File: src/rtl/tmds_decoder_if.sv
`default_nettype none
// ============================================================================
// Module      : tmds_decoder_if
// Description : Symbol/result bundle for one TMDS receive channel.
//               master : symbol source / result consumer (deserializer side)
//               slave  : the decoder itself
//               raw_symbol   - unaligned 10-bit word from the deserializer
//               data         - decoded pixel byte
//               control_data - decoded control code {C1,C0}
//               blanking     - current symbol is a control token
//               data_valid   - outputs are meaningful (decoder is locked)
//               locked       - alignment state is LOCKED
//               bit_offset   - current window offset, 0..9
// Revision    : 1.0 - initial release
// ============================================================================
interface tmds_decoder_if;
  logic [9:0] raw_symbol;
  logic [7:0] data;
  logic [1:0] control_data;
  logic       blanking;
  logic       data_valid;
  logic       locked;
  logic [3:0] bit_offset;

  modport master (
    output raw_symbol,
    input  data, control_data, blanking, data_valid, locked, bit_offset
  );

  modport slave (
    input  raw_symbol,
    output data, control_data, blanking, data_valid, locked, bit_offset
  );
endinterface
`default_nettype wire

File: src/rtl/tmds_decoder.sv
`default_nettype none
// ============================================================================
// Module      : tmds_decoder
// Description : TMDS receive decoder for one HDMI/DVI channel. Bit-slips a
//               10-bit window across two consecutive deserializer words until
//               a run of control tokens is seen, then decodes each aligned
//               symbol into pixel data or a control code plus blanking flag.
// Ports       : pix_clock - pixel clock, all state on its rising edge
//               reset_n   - asynchronous active-low reset
//               bus       - tmds_decoder_if.slave (raw symbol in, results out)
// Revision    : 1.0 - initial release
// ============================================================================
module tmds_decoder #(
  parameter int SYNC_THRESH    = 8,
  parameter int SEARCH_TIMEOUT = 4096,
  parameter int LOCK_TIMEOUT   = 8192
) (
  input  wire           pix_clock,
  input  wire           reset_n,
  tmds_decoder_if.slave bus
);

  localparam int c_run_w = $clog2(SYNC_THRESH) + 1;
  localparam int c_tmo_w = $clog2(SEARCH_TIMEOUT) + 1;
  localparam int c_gap_w = $clog2(LOCK_TIMEOUT) + 1;

  // "count + 1 == threshold" is evaluated as "count == threshold - 1"; the
  // counters are cleared before they could ever wrap, so both are equivalent.
  localparam logic [c_run_w-1:0] c_run_last = c_run_w'(SYNC_THRESH - 1);
  localparam logic [c_tmo_w-1:0] c_tmo_last = c_tmo_w'(SEARCH_TIMEOUT - 1);
  localparam logic [c_gap_w-1:0] c_gap_last = c_gap_w'(LOCK_TIMEOUT - 1);
  localparam logic [3:0]         c_last_ofs = 4'd9;

  typedef enum logic [0:0] {
    ST_SEARCH = 1'b0,
    ST_LOCKED = 1'b1
  } state_t;

  state_t               r_state, w_state_nxt;
  logic [9:0]           r_prev_raw;
  logic [3:0]           r_bit_offset, w_bit_offset_nxt;
  logic [c_run_w-1:0]   r_run_cnt, w_run_cnt_nxt;
  logic [c_tmo_w-1:0]   r_tmo_cnt, w_tmo_cnt_nxt;
  logic [c_gap_w-1:0]   r_gap_cnt, w_gap_cnt_nxt;

  logic [9:0]           w_window;
  logic                 w_is_token;
  logic [1:0]           w_token_code;
  logic [7:0]           w_d;
  logic [7:0]           w_dec;

  logic [7:0]           r_data;
  logic [1:0]           r_ctrl;
  logic                 r_blank;
  logic                 r_valid;

  // Older word sits in the low half, so offset 0 selects prev_raw and each
  // increment pulls one more bit in from the newer word.
  assign w_window = 10'({bus.raw_symbol, r_prev_raw} >> r_bit_offset);

  always_comb begin
    w_is_token   = 1'b1;
    w_token_code = 2'b00;
    case (w_window)
      10'b1101010100: w_token_code = 2'b00;
      10'b0010101011: w_token_code = 2'b01;
      10'b0101010100: w_token_code = 2'b10;
      10'b1010101011: w_token_code = 2'b11;
      default:        w_is_token   = 1'b0;
    endcase
  end

  // Undo the optional inversion (bit 9), then the XOR/XNOR chain (bit 8).
  assign w_d      = w_window[9] ? ~w_window[7:0] : w_window[7:0];
  assign w_dec[0] = w_d[0];

  for (genvar gi = 1; gi < 8; gi++) begin : g_dec
    assign w_dec[gi] = w_window[8] ?  (w_d[gi] ^ w_d[gi-1])
                                  : ~(w_d[gi] ^ w_d[gi-1]);
  end

  // --------------------------------------------------------------------------
  // Alignment FSM: next-state and counter logic
  // --------------------------------------------------------------------------
  always_comb begin
    w_state_nxt      = r_state;
    w_bit_offset_nxt = r_bit_offset;
    w_run_cnt_nxt    = r_run_cnt;
    w_tmo_cnt_nxt    = r_tmo_cnt;
    w_gap_cnt_nxt    = r_gap_cnt;

    case (r_state)
      ST_SEARCH: begin
        w_tmo_cnt_nxt = r_tmo_cnt + c_tmo_w'(1);
        w_run_cnt_nxt = w_is_token ? (r_run_cnt + c_run_w'(1)) : '0;
        // Lock wins over a slip landing on the same cycle.
        if (w_is_token && (r_run_cnt == c_run_last)) begin
          w_state_nxt   = ST_LOCKED;
          w_run_cnt_nxt = '0;
          w_tmo_cnt_nxt = '0;
          w_gap_cnt_nxt = '0;
        end else if (r_tmo_cnt == c_tmo_last) begin
          w_bit_offset_nxt = (r_bit_offset == c_last_ofs) ? 4'd0
                                                          : r_bit_offset + 4'd1;
          w_run_cnt_nxt    = '0;
          w_tmo_cnt_nxt    = '0;
        end
      end

      ST_LOCKED: begin
        if (w_is_token) begin
          w_gap_cnt_nxt = '0;
        end else if (r_gap_cnt == c_gap_last) begin
          // Drop lock but keep the offset: the search resumes where it was.
          w_state_nxt   = ST_SEARCH;
          w_run_cnt_nxt = '0;
          w_tmo_cnt_nxt = '0;
          w_gap_cnt_nxt = '0;
        end else begin
          w_gap_cnt_nxt = r_gap_cnt + c_gap_w'(1);
        end
      end

      default: w_state_nxt = ST_SEARCH;
    endcase
  end

  always_ff @(posedge pix_clock or negedge reset_n) begin
    if (!reset_n) begin
      r_state      <= ST_SEARCH;
      r_prev_raw   <= '0;
      r_bit_offset <= '0;
      r_run_cnt    <= '0;
      r_tmo_cnt    <= '0;
      r_gap_cnt    <= '0;
    end else begin
      r_state      <= w_state_nxt;
      r_prev_raw   <= bus.raw_symbol;
      r_bit_offset <= w_bit_offset_nxt;
      r_run_cnt    <= w_run_cnt_nxt;
      r_tmo_cnt    <= w_tmo_cnt_nxt;
      r_gap_cnt    <= w_gap_cnt_nxt;
    end
  end

  // --------------------------------------------------------------------------
  // Output register: gated by the state being entered this edge so that the
  // locking token itself and data_valid appear on the same update.
  // --------------------------------------------------------------------------
  always_ff @(posedge pix_clock or negedge reset_n) begin
    if (!reset_n) begin
      r_data  <= '0;
      r_ctrl  <= '0;
      r_blank <= 1'b1;
      r_valid <= 1'b0;
    end else begin
      r_valid <= (w_state_nxt == ST_LOCKED);
      if (w_state_nxt != ST_LOCKED) begin
        r_data  <= '0;
        r_ctrl  <= '0;
        r_blank <= 1'b1;
      end else if (w_is_token) begin
        r_data  <= '0;
        r_ctrl  <= w_token_code;
        r_blank <= 1'b1;
      end else begin
        // control_data keeps the last token's code through active video.
        r_data  <= w_dec;
        r_blank <= 1'b0;
      end
    end
  end

  assign bus.data         = r_data;
  assign bus.control_data = r_ctrl;
  assign bus.blanking     = r_blank;
  assign bus.data_valid   = r_valid;
  assign bus.locked       = (r_state == ST_LOCKED);
  assign bus.bit_offset   = r_bit_offset;

endmodule
`default_nettype wire

File: src/flat_wrapper.sv
// flat-port wrapper written by rule: the top's interface ports become plain ports
module tmds_decoder_flat 
#(
  parameter int SYNC_THRESH    = 8,
  parameter int SEARCH_TIMEOUT = 4096,
  parameter int LOCK_TIMEOUT   = 8192
)
  (pix_clock, reset_n, bus_raw_symbol, bus_data, bus_control_data, bus_blanking, bus_data_valid, bus_locked, bus_bit_offset);
  tmds_decoder_if bus_i ();
  input  wire pix_clock;
  input  wire reset_n;
  input wire logic [$bits(bus_i.raw_symbol)-1:0] bus_raw_symbol;
  output wire logic [$bits(bus_i.data)-1:0] bus_data;
  output wire logic [$bits(bus_i.control_data)-1:0] bus_control_data;
  output wire logic [$bits(bus_i.blanking)-1:0] bus_blanking;
  output wire logic [$bits(bus_i.data_valid)-1:0] bus_data_valid;
  output wire logic [$bits(bus_i.locked)-1:0] bus_locked;
  output wire logic [$bits(bus_i.bit_offset)-1:0] bus_bit_offset;
  assign bus_i.raw_symbol = bus_raw_symbol;
  assign bus_data = bus_i.data;
  assign bus_control_data = bus_i.control_data;
  assign bus_blanking = bus_i.blanking;
  assign bus_data_valid = bus_i.data_valid;
  assign bus_locked = bus_i.locked;
  assign bus_bit_offset = bus_i.bit_offset;
  tmds_decoder #(.SYNC_THRESH(SYNC_THRESH), .SEARCH_TIMEOUT(SEARCH_TIMEOUT), .LOCK_TIMEOUT(LOCK_TIMEOUT)) u_core (.pix_clock(pix_clock), .reset_n(reset_n), .bus(bus_i));
endmodule
File: config.mk
export PLATFORM = sky130hd
export DESIGN_NAME = tmds_decoder_flat
export DESIGN_NICKNAME = d
export VERILOG_FILES = /design/src/rtl/tmds_decoder_if.sv /design/src/rtl/tmds_decoder.sv /design/src/flat_wrapper.sv
export SDC_FILE = /design/constraint.sdc
export NUM_CORES = 1
export LEC_CHECK = 0
export ABC_AREA = 1
export CAP_MARGIN = 20
export CORE_MARGIN = 2
export CORE_UTILIZATION = 54
export DETAILED_ROUTE_END_ITERATION = 7
export PLACE_DENSITY = 0.77
export SLEW_MARGIN = 25
export SYNTH_ARGS = -nofsm -noshare
export SYNTH_HDL_FRONTEND = slang
export SYNTH_SLANG_ARGS = --single-unit
File: constraint.sdc
create_clock -name pix_clock -period 2.53 [get_ports pix_clock]
set_clock_uncertainty 0.1 [all_clocks]
set_input_delay 0.506 -clock pix_clock [delete_from_list [all_inputs] [get_ports pix_clock]]
set_output_delay 0.506 -clock pix_clock [all_outputs]
set_load 0.1 [all_outputs]
; After elaboration in Yosys (flattened, before gate mapping)
; Index checks and enable logic that the tools add are counted.
[classes]
bitwise = 17
eq_ne = 12
shifts = 1
mux = 36
reduce_logical = 4
n_addsub = 4
[ops]
columns = cell, count
row1 = $mux 13, 4
row2 = $mux 14, 3
row3 = $pmux 14 s2, 1
row4 = $pmux 13 s2, 1
row5 = $mux 4, 6
row6 = $mux 8, 3
row7 = $eq 10x10->1 const B, 2
row8 = $shr 20x4->10, 1
row9 = $add 14x1->14 const B, 1
row10 = $eq 14x13->1 const B, 1
row11 = $add 13x1->13 const B, 1
row12 = $eq 13x12->1 const B, 1
row13 = $mux 1, 13
row14 = $eq 10x8->1 const B, 1
row15 = $eq 10x9->1 const B, 1
row16 = $not 1->1, 9
row17 = $add 4x1->4 const B, 2
row18 = $not 8->8, 1
row19 = $pmux 4 s2, 1
row20 = $xor 1x1->1, 7
row21 = $ne 2x2->1 const B, 3
row22 = $pmux 2 s3, 1
row23 = $eq 4x3->1 const B, 1
row24 = $eq 4x4->1 const B, 1
row25 = other kinds (7), 8
[totals]
input_bits = 12
output_inout_bits = 17
reg_bits = 57

; Logic depth before layout (Yosys ltp)
; Gate-level depths: netlist (run 1).
[logic_depth]
depth_word = 8
ltp_mapped = 20

; Least setup slack after synthesis (run 1)
; Ideal clock, no wire load.
[synth_path]
path_kind = register to register
startpoint = register u_core.r_bit_offset[0] (netlist: u_core.bus.bit_offset[0])
endpoint = register u_core.r_gap_cnt[0]
period_less_slack_ns = 3.177
arrival_ns = 2.950
path_stages_with_launch = 18
setup_ns = 0.127
path_slack_ns = -0.647
cell_sequence = dfrtp_1 > buf_6 > inv_4 > buf_2 > o21ai_1 > nand2_1 > nand3_1 > o21ai_0 > a21oi_1 > ha_1 > nand2_1 > nor2_1 > nand2_8 > nand2_8 > nand2_8 > nand2_4 > buf_6 > mux2i_4
[synth_via]
elab_chain_cells = 6
[synth_lines]
columns = item, line
row1 = from (decl), tmds_decoder.sv:41  ; logic [3:0] r_bit_offset, w_bit_offset_nxt;
row2 = from (signal assigned), tmds_decoder.sv:139  ; r_bit_offset <= w_bit_offset_nxt;
row3 = $shr 20x4->10 (*), tmds_decoder.sv:59  ; assign w_window = 10'({bus.raw_symbol, r_prev_raw} >> r_bit_offset);
row4 = $eq 10x10->1 (tied with other cells), tmds_decoder.sv:64  ; case (w_window)
row5 = $reduce_or 4->1 (no line) (*), --
row6 = $mux 1 (*), tmds_decoder.sv:64
row7 = $mux 14 or $logic_and 1x1->1 (tied branches), "tmds_decoder.sv:111, tmds_decoder.sv:97"
row8 = $pmux 14 s2 or $ne 2x1->1 (tied branches), --
row9 = to (signal assigned), tmds_decoder.sv:142  ; r_gap_cnt <= w_gap_cnt_nxt;
row10 = to (decl), tmds_decoder.sv:44  ; logic [c_gap_w-1:0] r_gap_cnt, w_gap_cnt_nxt;
; Mark *: on every way between the ends. The rest lies on a longest branch, timed or not.
; A chain may end at the register's enable or synchronous reset.

; Worst setup path after layout (run 1)
[layout_path]
startpoint = register u_core.r_bit_offset[0] (netlist: u_core.bus.bit_offset[0])
endpoint = register u_core.r_bit_offset[2] (netlist: u_core.bus.bit_offset[2])
[layout_via]
elab_chain_cells = 7
[layout_lines]
columns = item, line
row1 = $shr 20x4->10, tmds_decoder.sv:59
row2 = $eq 10x10->1 (tied with other cells), tmds_decoder.sv:64
row3 = $reduce_or 4->1 (no line), --
row4 = $mux 1, tmds_decoder.sv:64
row5 = $logic_and 1x1->1, tmds_decoder.sv:97  ; if (w_is_token && (r_run_cnt == c_run_last)) begin
row6 = $not 1->1 (no line), --
row7 = $reduce_and 3->1 (no line), --
; Several ways; a longest one is shown, not always the timed one.

==> metrics, run 1 <==
start point of the critical path u_core.bus.bit_offset[0]; Vias per Instance 5.68; CP required 2640 ps; number of enable flip-flop cells after synthesis 0; crit path launch type flip-flop; Cell Area, Placed 4650 sq um; status finished with violations; Crit. End Element flip-flop; post-synthesis sequential area ratio 0.360; NumNets Final 648; Synth Register Bits 57; Congestion Overflow GR 0; TritonRoute pass-1 iters 5; async set-or-reset flop fraction in the synthesized netlist 1.00; Sinks on Clock Net 57; number of CTS-inserted buffers 9; failing checks negative setup slack; antenna violations before repair 0; main flop type after synthesis dfrtp_1; worst path arrival time 2740 ps; CTS Hold Bufs 0; Pleak 2.62 nW; largest net degree at the start of global routing 34; Post-Syn Area 3970 sq um; worst hold path class in2async; number of global-route vias before repair 3751; core area 7180 sq um; Most Frequent Cell on Critical Path nand2_2; fillcell total 468; ANT nets after route 0; r2r setup slk -100 ps; Total Power 2.01 mW; most instantiated cells after synthesis nand2_1 (148), nand3_1 (90), dfrtp_1 (56); top cell type's share of synthesized area 0.353; Area contributors post-synth dfrtp_1 (35%), nand2_1 (14%), nand3_1 (11%); Critical Path Sink u_core.bus.bit_offset[2]; slew at the pin closest to its max-slew limit 571 ps; PortBufs 28; fin crit share 1.04; global-route wire length before repair 17500 um; Cell variety after synth 37; Worst Path Max Fanout 8; Mapped Cells 535; Max clock buf depth 2; Avg Cell Area, Syn 7.42 sq um; detailed-route wire length 11300 um; Root Buffer clkbuf_8; Layout area overhead 38.1%; r2r endpoint u_core.bus.bit_offset[2]; DR vias 4132; Starting DRT DRC Count 272; CTS tree done; WL per Instance 15.5 um; max-slew violations 0; Post-Syn Nets 558; Rows 31; crit path max-delay cell type dfrtp_4; Max stage delay on crit path 570 ps; share of cells above drive strength 1 0.374; Starting Density 0.553; worst r2r path cells 15; Worst-Skew Late Latency 330 ps; Peak VDD IR 258 uV; area leader, netlist dfrtp_1; Max-Cap Viols 0; final critical-path required period 2630 ps; top-count cell post-synth nand2_1; I/O Pins 29; Die Ht 89.7 um; die span in x 89.7 um; final setup vio count 29; drt drc 0; total track usage 0.265; Worst-path clk slew 70 ps; crit-path cells clkbuf_16 > o211ai_1 > nand3_1 > nand2_2 > nand2_2 > nand2_2 > ha_2 > nand2_2 > nor2_4 > nand2_8 > nand2_8 > nand2_8 > buf_6 > nand4_1 > nand2_1; PnR worst setup slack -96.8 ps; Final GP Congestion 0.923; # diodes 0; Yosys Warn Count 0; relative slew slack 0.619; Reg2Reg Launch Point u_core.bus.bit_offset[0]; design area 5480 sq um; Place WS -510 ps; Die Area 8050 sq um; Max Clk Rate 381 MHz; Cell Pwr Density 366 nW/um^2; worst setup path class reg2reg; RSZ-0062 raised after global routing true; Final HPWL DP 7190 um; H-tree levels 3; Final Hold Fails 0
-- where the power goes --
part	internal [mW]	switching, mW	total [mW]
clock	0.501	0.372	0.873
combinational	0.0931	0.116	0.209
sequential	0.919	0.00587	0.925
total	1.51	0.494	2.01
-- critical path: cells and delay by family, from the launching register on --
kind | cells | cell delay (ps)
and+or+nand+nor | 11 | 1080
DFF | 1 | 570
buffers and inverters | 2 | 330
AOI/OAI and AO/OA | 1 | 220
adders and majority gates | 1 | 190
-- routing by layer --
metal | wire length (um) | up-vias | GRT usage | share of wire
li1 | - | 1954 | - | -
met1 | 4790 | 1981 | 0.355 | 0.42
met2 | 5600 | 166 | 0.427 | 0.50
met3 | 613 | 31 | 0.0536 | 0.054
met4 | 302 | 0 | 0.100 | 0.027
met5 | 0 | - | 0 | 0
-- registers in the layout, summed over array words and instances (netlist names) --
signal,count
u_core.bus.bit_offset,4
u_core.bus.blanking,1
u_core.bus.control_data,2
u_core.bus.data,8
u_core.bus.locked,1
u_core.r_gap_cnt,14
u_core.r_prev_raw,10
u_core.r_run_cnt,4
u_core.r_tmo_cnt,13
-- per-stage QoR --
step	util	hold WS, ps	TNS, ps	std cells
6_report	0.764	64.0	-1100	728
5_1_grt	0.764	93.3	-6930	728
4_1_cts	0.704	77.8	-1.23	715
3_5_place_dp	0.647	407	-20750	687
3_3_place_gp	0.647	387	-18090	687
2_1_floorplan	-	110	-3010	535
-- cells by family (layout without fill, tap and decap cells) --
kind of cell,count (synthesis),in the layout,share of synthesized area
multiplexers,1,1,0.00568
buffers and inverters,77,170,0.0883
flip-flops,57,57,0.360
XOR/XNOR,21,21,0.0464
adder cells (fa/ha/maj),11,11,0.0347
AND/OR/NAND/NOR,317,318,0.381
AO/OA/AOI/OAI,51,51,0.0842
-- worst min path at each step --
stage,from,to
finish,reset_n,u_core.bus.data[0]
global route,reset_n,u_core.bus.data[3]
CTS,reset_n,u_core.bus.data[0]
detailed placement,u_core.r_gap_cnt[1],u_core.r_gap_cnt[1]
global placement,u_core.r_gap_cnt[1],u_core.r_gap_cnt[1]
floorplan,reset_n,u_core.bus.bit_offset[2]
-- cell type report --
class                           instances  area (sq um)  area share
Multi-Input combinational cell        402          2590       0.473
Sequential cell                        57          1440       0.262
Timing Repair Buffer                  100           910       0.166
Inverter                               54           213      0.0388
Clock buffer                           12           155      0.0283
Tap cell                               99           124      0.0226
Clock inverter                          3          40.0     0.00731
Timing Repair inverter                  1          6.26     0.00114
-- cells in the final DEF (no fill, tap or decap), types with 7 or more instances in the layout --
| cell type | instances |
|---|---|
| xor2_1 | 16 |
| inv_1 | 47 |
| nand2_8 | 7 |
| nand4_1 | 22 |
| dfrtp_1 | 52 |
| buf_4 | 72 |
| clkbuf_8 | 11 |
| nand2_1 | 105 |
| nand2_2 | 44 |
| buf_6 | 9 |
| o21ai_2 | 15 |
| nand3_2 | 22 |
| o211ai_1 | 10 |
| nand3_1 | 68 |
| nor2_1 | 32 |
-- timing repair --
item                       4_1_cts  5_1_grt
cloned                           1        3
gates resized for setup         39       82
pin swaps                       11       30
buffers inserted                12       10
setup endpoints to repair       46       47
No activity file was read; power rests on OpenSTA's default activity.
==> run 2: changes to the inputs <==
CORE_UTILIZATION = 50   (was 54)
PLACE_DENSITY = 0.72   (was 0.77)
==> metrics, run 2 (synthesis results as in run 1) <==
max reg flops 14; Internal Power 1.59 mW; Crit. End Element flip-flop; commonest cells after routing, fill and taps aside nand2_1 (130), nand3_1 (80), buf_4 (68); status finished with violations; biggest regs u_core.r_gap_cnt x14, u_core.r_tmo_cnt x13, u_core.r_prev_raw x10; post-route setup TNS -1370 ps; Psw 0.524 mW; Rows 32; I/O Pins 29; global-route wire length before repair 18000 um; crit path max-delay cell type dfrtp_4; Sinks on Clock Net 57; worst path arrival time 2740 ps; CTS tree done; Die Ht 93.1 um; RSZ-0062 raised after global routing true; Die Area 8660 sq um; number of global-route vias before repair 3804; Congestion Overflow GR 0; DR vias 3951; Layout area overhead 32.2%; number of CTS-inserted buffers 9; # diodes 0; failing checks negative setup slack; commonest non-fill, non-tap cell in the layout nand2_1; Final GP Congestion 0.895; Peak VDD IR 264 uV; combinational share of power 0.093; Most Frequent Cell on Critical Path nand2_8; most flop-heavy register u_core.r_gap_cnt; Final HPWL DP 7330 um; core area 7730 sq um; Worst-path clk slew 80 ps; slew at the pin closest to its max-slew limit 703 ps; TritonRoute pass-1 iters 5; WL per Instance 14.7 um; PnR worst setup slack -87.7 ps; Cell Pwr Density 404 nW/um^2; PortBufs 28; crit-path cells buf_6 > buf_4 > nand2_4 > nand3_2 > nand3_1 > nand2_2 > o21ai_4 > ha_2 > nand2_2 > nor2_4 > nand2_8 > nand2_8 > nand2_8 > buf_6 > nand4_1 > nand2_1; fillcell total 620; CP required 2650 ps; Starting DRT DRC Count 292; Pleak 2.53 nW; Worst-Skew Late Latency 350 ps; CP delay by family, top simple AND/OR/NAND/NOR gates; antenna violations before repair 0; fin crit share 1.03; Max-Cap Viols 0; Max clock buf depth 2; worst hold path class in2async; crit path launch type flip-flop; max-slew violations 0; final setup vio count 39; Net Sw Frac 0.248; Clk network pwr share 0.471; Root Buffer clkbuf_8; Crit path buffers/inverters 3; Max stage delay on crit path 540 ps; worst setup path class reg2reg; Final Core Density 0.679; relative slew slack 0.531; H-tree levels 3; Starting Density 0.513; drt drc 0; final critical-path required period 2620 ps; ANT nets after route 0; die span in x 93.1 um; detailed-route wire length 10600 um; share of cells above drive strength 1 0.303; CTS Hold Bufs 0; register share of total power 0.436; Vias per Instance 5.47; NumNets Final 638; Worst Path Max Fanout 7; total track usage 0.262; Max Clk Rate 382 MHz; largest net degree at the start of global routing 58; Final Hold Fails 0
## run 2: cell types whose count changed in the layout (fill, tap and decap cells not counted), sizes merged
cell / delta
dlygate4sd2: -2
clkbuf: -4
buf: -7
clkinvlp: +1
clkdlybuf4s50: +4
bufinv: +1
dlymetal6s2s: -2
## run 2: power groups by stage
stage / Clock, mW / Sequential (mW) / Combinational [mW]
after floorplan: 0 / 0.939 / 0.0789
after global placement: 0 / 0.940 / 0.165
after detailed placement: 0 / 0.940 / 0.168
after CTS: 1.01 / 0.923 / 0.178
after global routing: 1.06 / 0.923 / 0.218
final: 0.997 / 0.923 / 0.197
## run 2: layer usage
layer | part of all wire | vias to the layer above | wire length (um) | track usage
met4 | 0.022 | 0 | 238 | 0.0895
met3 | 0.063 | 30 | 674 | 0.0492
met2 | 0.48 | 150 | 5070 | 0.432
met1 | 0.44 | 1837 | 4660 | 0.346
li1 | - | 1934 | - | -
met5 | 0 | - | 0 | 0
## run 2: final cells by class
| type | count | area, sq um | area share |
|---|---|---|---|
| Inverter | 54 | 215 | 0.0410 |
| Timing Repair Buffer | 91 | 786 | 0.150 |
| Tap cell | 102 | 128 | 0.0243 |
| Multi-Input combinational cell | 402 | 2450 | 0.467 |
| Clock inverter | 6 | 90.1 | 0.0172 |
| Sequential cell | 57 | 1440 | 0.274 |
| Clock buffer | 10 | 138 | 0.0262 |
## run 2: path summary, 6_finish.rpt
path	start	to	slack, ps	depth (start not counted)
worst max-delay path	u_core.bus.bit_offset[0]	u_core.bus.bit_offset[3]	-90	16
max in group asynchronous	reset_n	u_core.bus.bit_offset[1]	1980	2
min in group pix_clock	u_core.bus.control_data[1]	u_core.bus.control_data[1]	420	2
worst min register to register	u_core.bus.control_data[1]	u_core.bus.control_data[1]	420	2
worst max register to register	u_core.bus.bit_offset[0]	u_core.bus.bit_offset[3]	-90	16
worst min-delay path	reset_n	u_core.bus.data[4]	40	2
## run 2: timing repair
| action | 4_1_cts | 5_1_grt |
|---|---|---|
| endpoints found under the setup margin | 47 | 47 |
| pin swaps | 15 | 25 |
| endpoints found under the hold margin | 0 | 0 |
| gates resized for setup | 33 | 37 |
| buffers inserted | 6 | 3 |
| cloned | 1 | 0 |
## run 2: metrics by stage
| step | hold slack [ps] | setup slack (ps) | std cells | instance area, sq um | total power [mW] |
|---|---|---|---|---|---|
| after CTS | 68.3 | -60.9 | 719 | 5080 | 2.11 |
| final | 42.8 | -87.7 | 722 | 5240 | 2.12 |
| after floorplan | 110 | -145 | 535 | 4060 | 1.02 |
| after detailed placement | 404 | -515 | 696 | 4710 | 1.11 |
| after global placement | 394 | -460 | 696 | 4710 | 1.11 |
| after global routing | 80.4 | -169 | 722 | 5240 | 2.20 |
==> run 3: changes to the inputs <==
CTS_CLUSTER_DIAMETER = 150   (was default)
==> results of run 3 <==
Same layout as run 2: the final DEF is identical, and so are final timing and power.
